**src/rtl/ex_alu_unit.sv**
```systemverilog
// ex_alu_unit -- execute-stage datapath for the 64-bit LEGv8-style pipeline.
//
// Decodes the ALU operation from alu_op and the instruction opcode field,
// selects operand B (register or immediate), runs the ALU and computes the
// branch target old_pc + (imm << SHIFT). Every output is registered once and
// feeds the EX/MEM boundary one cycle after the inputs are sampled.
//
// Ports:
//   clock, reset       rising-edge clock, asynchronous active-low reset
//   in_valid           EX-stage inputs valid; out_valid is its registered copy
//   alu_op             {ALUOp1, ALUOp0} from the control unit
//   instruction_part   instruction[31:21]
//   alu_src            0: B = reg_data_2, 1: B = imm
//   reg_data_1         operand A
//   reg_data_2, imm    operand B candidates (imm is sign-extended)
//   old_pc             PC of the instruction
//   alu_result, zero   registered result and (result == 0)
//   branch_target      registered old_pc + (imm << SHIFT), wrapping
//   alu_opcode         registered decoded 4-bit operation code
//   illegal_op         registered: alu_op = 1x with an unrecognised opcode
//
// Optional feature (macro ALU_FLAGS_EN): adds registered carry and overflow
// outputs for add/sub. Without the macro those ports and their logic are absent.

module ex_alu_unit #(
  parameter int WIDTH = 64,
  parameter int SHIFT = 2
) (
  input  logic             clock,
  input  logic             reset,
  input  logic             in_valid,
  input  logic [1:0]       alu_op,
  input  logic [10:0]      instruction_part,
  input  logic             alu_src,
  input  logic [WIDTH-1:0] reg_data_1,
  input  logic [WIDTH-1:0] reg_data_2,
  input  logic [WIDTH-1:0] imm,
  input  logic [WIDTH-1:0] old_pc,
  output logic             out_valid,
  output logic [WIDTH-1:0] alu_result,
  output logic             zero,
  output logic [WIDTH-1:0] branch_target,
  output logic [3:0]       alu_opcode,
  output logic             illegal_op
`ifdef ALU_FLAGS_EN
  ,
  output logic             carry,
  output logic             overflow
`endif
);

  localparam logic [10:0] OPC_ADD = 11'b10001011000;
  localparam logic [10:0] OPC_SUB = 11'b11001011000;
  localparam logic [10:0] OPC_AND = 11'b10001010000;
  localparam logic [10:0] OPC_ORR = 11'b10101010000;

  logic [3:0]       alu_opcode_d, alu_opcode_q;
  logic             illegal_op_d, illegal_op_q;
  logic [WIDTH-1:0] alu_result_d, alu_result_q;
  logic             zero_d, zero_q;
  logic [WIDTH-1:0] branch_target_d, branch_target_q;
  logic             out_valid_d, out_valid_q;

  logic [WIDTH-1:0] op_a, op_b, imm_sh;
  // One extra bit so the carry-out / borrow falls out of the same adder.
  logic [WIDTH:0]   sum, diff;

`ifdef ALU_FLAGS_EN
  logic carry_d, carry_q;
  logic overflow_d, overflow_q;
`endif

  // ALU control decode.
  always_comb begin
    alu_opcode_d = 4'b0010;
    illegal_op_d = 1'b0;
    if (alu_op[1]) begin
      case (instruction_part)
        OPC_ADD: alu_opcode_d = 4'b0010;
        OPC_SUB: alu_opcode_d = 4'b0110;
        OPC_AND: alu_opcode_d = 4'b0000;
        OPC_ORR: alu_opcode_d = 4'b0001;
        default: begin
          alu_opcode_d = 4'b1111;
          illegal_op_d = 1'b1;
        end
      endcase
    end else if (alu_op[0]) begin
      alu_opcode_d = 4'b0111;
    end
  end

  // Operand select, ALU and branch-target adder.
  always_comb begin
    op_a = reg_data_1;
    op_b = alu_src ? imm : reg_data_2;
    sum  = {1'b0, op_a} + {1'b0, op_b};
    diff = {1'b0, op_a} - {1'b0, op_b};

    alu_result_d = '0;
`ifdef ALU_FLAGS_EN
    carry_d    = 1'b0;
    overflow_d = 1'b0;
`endif
    case (alu_opcode_d)
      4'b0000: alu_result_d = op_a & op_b;
      4'b0001: alu_result_d = op_a | op_b;
      4'b0010: begin
        alu_result_d = sum[WIDTH-1:0];
`ifdef ALU_FLAGS_EN
        carry_d    = sum[WIDTH];
        overflow_d = (op_a[WIDTH-1] == op_b[WIDTH-1]) &&
                     (sum[WIDTH-1] != op_a[WIDTH-1]);
`endif
      end
      4'b0110: begin
        alu_result_d = diff[WIDTH-1:0];
`ifdef ALU_FLAGS_EN
        // diff[WIDTH] is the borrow; carry is reported as NOT borrow.
        carry_d    = ~diff[WIDTH];
        overflow_d = (op_a[WIDTH-1] != op_b[WIDTH-1]) &&
                     (diff[WIDTH-1] != op_a[WIDTH-1]);
`endif
      end
      4'b0111: alu_result_d = op_b;
      4'b1100: alu_result_d = ~(op_a | op_b);
      default: alu_result_d = '0;
    endcase

    zero_d = (alu_result_d == '0);

    // Shift drops the upper SHIFT bits of imm; the add wraps modulo 2^WIDTH.
    imm_sh          = imm << SHIFT;
    branch_target_d = old_pc + imm_sh;
    out_valid_d     = in_valid;
  end

  // Registers load every cycle; out_valid only qualifies the payload.
  always_ff @(posedge clock or negedge reset) begin
    if (!reset) begin
      out_valid_q     <= 1'b0;
      alu_result_q    <= '0;
      zero_q          <= 1'b0;
      branch_target_q <= '0;
      alu_opcode_q    <= '0;
      illegal_op_q    <= 1'b0;
    end else begin
      out_valid_q     <= out_valid_d;
      alu_result_q    <= alu_result_d;
      zero_q          <= zero_d;
      branch_target_q <= branch_target_d;
      alu_opcode_q    <= alu_opcode_d;
      illegal_op_q    <= illegal_op_d;
    end
  end

`ifdef ALU_FLAGS_EN
  always_ff @(posedge clock or negedge reset) begin
    if (!reset) begin
      carry_q    <= 1'b0;
      overflow_q <= 1'b0;
    end else begin
      carry_q    <= carry_d;
      overflow_q <= overflow_d;
    end
  end

  assign carry    = carry_q;
  assign overflow = overflow_q;
`endif

  assign out_valid     = out_valid_q;
  assign alu_result    = alu_result_q;
  assign zero          = zero_q;
  assign branch_target = branch_target_q;
  assign alu_opcode    = alu_opcode_q;
  assign illegal_op    = illegal_op_q;

endmodule

```
**config.mk**
```make
export PLATFORM = sky130hd
export DESIGN_NAME = ex_alu_unit
export DESIGN_NICKNAME = d
export VERILOG_FILES = /design/src/rtl/ex_alu_unit.sv
export SDC_FILE = /design/constraint.sdc
export NUM_CORES = 1
export LEC_CHECK = 0
export ABC_CLOCK_PERIOD_IN_PS = 1210
export BUFFER_PORTS_ARGS = -buffer_cell sky130_fd_sc_hd__buf_2
export CAP_MARGIN = 20
export CORE_MARGIN = 2
export CORE_UTILIZATION = 30
export DETAILED_ROUTE_END_ITERATION = 8
export GPL_ROUTABILITY_DRIVEN = 0
export GPL_TIMING_DRIVEN = 0
export PLACE_DENSITY_LB_ADDON = 0.12
export SLEW_MARGIN = 20
export SYNTH_ARGS = -nofsm -noshare
export SYNTH_HDL_FRONTEND = slang
export SYNTH_SLANG_ARGS = --single-unit
```
**constraint.sdc**
```tcl
create_clock -name clock -period 1.21 [get_ports clock]
set_clock_uncertainty 0.1 [all_clocks]
set_input_delay 0.242 -clock clock [delete_from_list [all_inputs] [get_ports clock]]
set_output_delay 0.242 -clock clock [all_outputs]
set_load 0.01 [all_outputs]
```
# == Word level (Yosys, flattened, before mapping) ==
# Cells that the tools add are included.
# word_totals
word_cells,31
input_bits,273
ff_bits,135
output_inout_bits,135
# classes
bitwise,3
n_mux,7
n_eq_ne,9
addsub,3
n_reduce_logical,3
# op_table
operator,count
one-hot mux 64 bit (6 select lines),1
adder 64 bit,2
AND 64 bit,1
zero test 64 bit,1
2-to-1 mux 64 bit,1
inverter 64 bit,1
bitwise OR 64 bit,1
subtractor 64 bit,1
"equality test 11 bit, second input constant",4
one-hot mux 4 bit (4 select lines),1
"equality test 4 x 3 -> 1 bit, second input constant",2
"equality test 4 x 1 -> 1 bit, second input constant",1
"equality test 4 x 2 -> 1 bit, second input constant",1
"equality test 4 bit, second input constant",1
zero test 4 bit,1
2-to-1 mux 4 bit,1
OR reduction 4 bit,1
2-to-1 mux 3 bit,1
2-to-1 mux 1 bit,2

# == Longest topological paths before layout ==
# depth
depth_word,6
depth_mapped,29
mapped_depth_nobuf,26

# == Least setup slack after synthesis ==
# Ideal clock, no wire load.
# synth_timing
kind,input -> register
from,input alu_src
to,register zero_q (netlist: zero)
setup_slack_ps,-5246
path_stages,29
setup_ps,96
required_ps,1014
arrival_ps,6261
path_buffers,3
path_cell_list,buf_4 > mux2_2 > inv_1 > ha_1 > o21ai_0 > or2_2 > nor3_1 > and3_1 > buf_2 > nand2_1 > or3_1 > or3_1 > nor3_1 > nor2_1 > xnor2_1 > ha_1 > clkbuf_1 > a21o_1 > a21o_1 > a21o_1 > a21o_1 > a21oi_1 > nor2_1 > or3b_1 > a221oi_2 > xor2_1 > o221ai_1 > or4_1 > nor4_2
# synth_between
elab_chain_cells,5
word_cells_on_any_way,8
cone_classes,add/sub: 2; mux: 2; bitwise: 3; reduce/logical: 1
# synth_lines
item,line_no,text
start: declaration,34,"input logic alu_src,"
2-to-1 mux 64 bit (*),96,op_b = alu_src ? imm : reg_data_2;
branches (longest 2 deep; another with subtractor 64 bit),--,
one-hot mux 64 bit (6 select lines) (*),105,case (alu_opcode_d)
via alu_result_d[59],59,"logic [WIDTH-1:0] alu_result_d, alu_result_q;"
zero test 64 bit (*),130,zero_d = (alu_result_d == '0);
via zero_d,60,"logic zero_d, zero_q;"
end signal: assignment,150,zero_q <= zero_d;
end: declaration,60,
# Mark *: on every way through the listed nets, which the timed path passes.

# == Worst setup path in the final report ==
# Same ends and word-level chain as after synthesis.

==> results.py <==
metrics = {
    "pwr": {
        "pwr-share-comb": 0.534,
        "p_sw_mw": 9.73,
        "seqPwrFrac": 0.224,
        "pwr-share-clk": 0.242,
        "p_leak_nw": 10.8,
        "p_sw_frac": 0.403,
        "internal_power_mw": 14.4,
        "p_per_area_nw_per_um2": 973,
        "irDropWorstVdd_mv": 1.16,
    },
    "timing": {
        "whs_ns": -0.0663,
        "finalCritPeriodShare": 4.97,
        "finalSetupViolations": 257,
        "hold_viol_final": 3,
        "slew-limit-headroom": 0.227,
        "slew_viol_final": 0,
        "finalCriticalPeriod_ns": 6.01,
        "clock.fmax_ghz": 0.166,
        "tightest_slew_ns": 1.13,
        "worst_slack_ns": -4.80,
        "rsz0062_at_grt": "yes",
    },
    "yosys": {
        "synth_area_per_cell_um2": 8.04,
        "synth-seq-cells": 134,
        "syn_area_um2": 15000,
        "synth_async_sr_flop_share": 1.00,
        "yosys_warnings": 0,
        "synth_nets": 2264,
        "synthFlopType": "dfrtp_1",
        "netlist_instances": 1862,
        "synth_edf_count": 0,
        "seq_area_frac_synth": 0.224,
        "synth.distinct_cells": 96,
    },
    "cts": {
        "clock_path_buffers": 2,
        "cts.htree.levels": 4,
        "tritoncts": "done",
        "clock-sinks": 134,
        "cts_buffers": 17,
        "cts_hold_buf": 13,
        "cts_root_buffer": "clkbuf_16",
        "clkTransAtPathRegs_ns": 0.06,
    },
    "global_routing": {
        "antenna_found_initial": 15,
        "grt_max_degree": 83,
        "grt_pass1_vias": 17000,
        "grt_pass1_wl_mm": 109,
        "grtUsageTotal": 0.287,
        "gr-total-overflow": 0,
    },
    "critical_path": {
        "crit_start": "alu_src",
        "crit_path_max_incr_delay_ns": 0.44,
        "worst_ep_required_time_ns": 1.51,
        "worstPathMaxFanout": 10,
        "cpMostUsedCell": "a21o_1",
        "start_kind": "primary input",
        "crit_arrival_ns": 6.31,
        "worst_setup_path_end_kind": "flip-flop",
        "worst-setup-path-type": "primary input to flip-flop",
        "cp_slowest_cell": "or3_4",
    },
    "cells_and_area": {
        "layout-drive-gt1-share": 0.490,
        "fin_nets": 2922,
        "utilization": 0.506,
        "area_growth_pct": 66.0,
        "fillers": 4595,
    },
    "routing": {
        "post-route-drc-count": 0,
        "drt-total-wl_mm": 78.5,
        "antenna_left": 0,
        "vias_per_cell": 5.68,
        "num_vias": 18200,
        "drtIter0Drc": 1811,
        "dr.pass1.iters": 6,
        "routedWlPerCell_um": 24.4,
    },
    "hold_path": {
        "worstHoldStart": "reg_data_1[62]",
        "hold_path_class": "primary input to flip-flop",
    },
    "flow_run": {
        "max-cap-violations": 0,
    },
    "floorplan": {
        "chipHeight_um": 227,
        "core_region_area_um2": 49100,
        "ios": 408,
        "rows": 81,
        "dieArea_um2": 51700,
        "start_util": 0.305,
        "die_x_um": 227,
    },
    "outcome": {
        "violations": "negative hold slack, negative setup slack",
        "status": "complete, but fails checks",
    },
    "placed_design": {
        "dp_hpwl_mm": 61.5,
        "port-buffer-count": 406,
    },
}
-- sequential cells by signal, summed over array words and instances, names as in the netlist --
name and cells:
alu_opcode 4, alu_result 64, branch_target 64, out_valid 1
zero 1
-- metrics by stage --
| step | power [mW] | setup TNS (ns) | area [µm²] | std cells | setup slack [ns] |
|---|---|---|---|---|---|
| 2_1_floorplan | 11.6 | -233.59 | 16300 | 1862 | -4.51 |
| 5_1_grt | 25.3 | -273.30 | 24800 | 3207 | -4.98 |
| 6_report | 24.2 | -253.64 | 24800 | 3210 | -4.80 |
| 3_5_place_dp | 15.0 | -343.34 | 19200 | 2933 | -6.61 |
| 3_3_place_gp | 15.0 | -637.64 | 19200 | 2932 | -6.59 |
| 4_1_cts | 22.4 | -250.73 | 22300 | 3081 | -4.76 |
-- routing by layer --
metal / wire, µm / vias up / share of wire / global-route usage
met1: 33900 / 8839 / 0.43 / 0.395
met4: 2840 / 6 / 0.036 / 0.110
met2: 35300 / 924 / 0.45 / 0.444
li1: - / 8286 / - / -
met5: 37 / - / 0.00047 / 0
met3: 6390 / 173 / 0.081 / 0.0539
-- final timing paths --
| path | slack, ns | cells after the start | endpoint |
|---|---|---|---|
| setup / recovery | -4.80 | 30 | zero$_DFF_PN0_ |
| max in group asynchronous | 0.06 | 3 | branch_target[52]$_DFF_PN0_ |
| hold / removal | -0.07 | 3 | alu_result[62]$_DFF_PN0_ |
| min in group asynchronous | 0.14 | 2 | alu_result[14]$_DFF_PN0_ |
-- synth_stat cells, drive strengths merged, types with 8 or more instances --
cell type | count | share of area
buf | 32 | 0.012
mux2 | 17 | 0.013
nand2 | 156 | 0.039
a31oi | 22 | 0.011
nor3 | 44 | 0.015
ha | 127 | 0.11
o211ai | 14 | 0.0070
a21o | 64 | 0.032
nor4 | 16 | 0.0089
a21oi | 202 | 0.068
nand3 | 47 | 0.016
o221ai | 25 | 0.015
xnor2 | 98 | 0.057
inv | 39 | 0.0098
o22ai | 8 | 0.0038
or3 | 8 | 0.0033
o21ai | 124 | 0.042
nor2 | 145 | 0.037
o21bai | 17 | 0.0085
nor3b | 11 | 0.0055
and3 | 19 | 0.0079
clkbuf | 58 | 0.015
dfrtp | 134 | 0.22
or2 | 10 | 0.0042
nand4 | 40 | 0.017
or4 | 12 | 0.0063
nand2b | 19 | 0.0079
mux2i | 59 | 0.039
xor2 | 69 | 0.040
a21boi | 18 | 0.0093
nor2b | 16 | 0.0067
and2 | 16 | 0.0067
a221o | 10 | 0.0067
o31ai | 16 | 0.0084
a211oi | 16 | 0.0087
o21a | 29 | 0.015
-- critical path: cells and delay by family --
family / cells / cell delay [ns]
buffers and inverters: 8 / 1.24
AO/OA/AOI/OAI: 6 / 1.22
AND/OR/NAND/NOR: 13 / 3.00
XOR/XNOR: 2 / 0.26
adder cells (fa/ha/maj): 1 / 0.32
-- layout make-up --
cell class	instances	area (µm²)	share of cell area
well taps	664	831	0.0334
diodes	13	32.5	0.00131
flip-flops and latches	134	3350	0.135
repair buffers	654	4340	0.175
clock inverters	11	173	0.00695
plain buffers	75	771	0.0310
clock buffers	21	460	0.0185
multi-input cells	1598	14700	0.592
inverters	40	165	0.00665
-- cells by family (layout without fill, tap and decap cells) --
logic type | count (synthesis) | after routing | synth area share
AND/OR/NAND/NOR | 582 | 582 | 0.195
flip-flops | 134 | 134 | 0.224
adder cells (fa/ha/maj) | 132 | 132 | 0.111
XOR/XNOR | 167 | 167 | 0.0977
other | 0 | 13 | 0
multiplexers | 76 | 76 | 0.0523
buffers and inverters | 130 | 801 | 0.0363
AO/OA/AOI/OAI | 641 | 641 | 0.284
-- timing repair --
item / CTS / global route
pin swaps: 128 / 124
resized for setup: 293 / 323
buffers inserted: 109 / 124
gates cloned: 1 / 2
hold endpoints to repair: 100 / 5
endpoints found under the setup margin: 258 / 327
-- cell usage in the layout, fill, tap and decap left out, drive strengths merged, types with 16 or more instances in the layout --
cell / count
a211oi: 16
a21boi: 18
a21o: 64
a21oi: 202
a31oi: 22
and2: 16
and3: 19
buf: 671
clkbuf: 65
dfrtp: 134
ha: 127
inv: 40
mux2: 17
mux2i: 59
nand2: 156
nand2b: 19
nand3: 47
nand4: 40
nor2: 145
nor2b: 16
nor3: 44
nor4: 16
o21a: 29
o21ai: 124
o21bai: 17
o221ai: 25
o31ai: 16
xnor2: 98
xor2: 69
-- power by group through the flow --
stage          registers (mW)  clock network [mW]  logic (mW)
2_1_floorplan            5.87                   0        5.70
3_3_place_gp             5.50                   0        9.49
3_5_place_dp             5.50                   0        9.54
4_1_cts                  5.42                5.98        11.0
5_1_grt                  5.48                6.11        13.7
6_report                 5.42                5.84        12.9
Power figures use the tool's default switching activity.
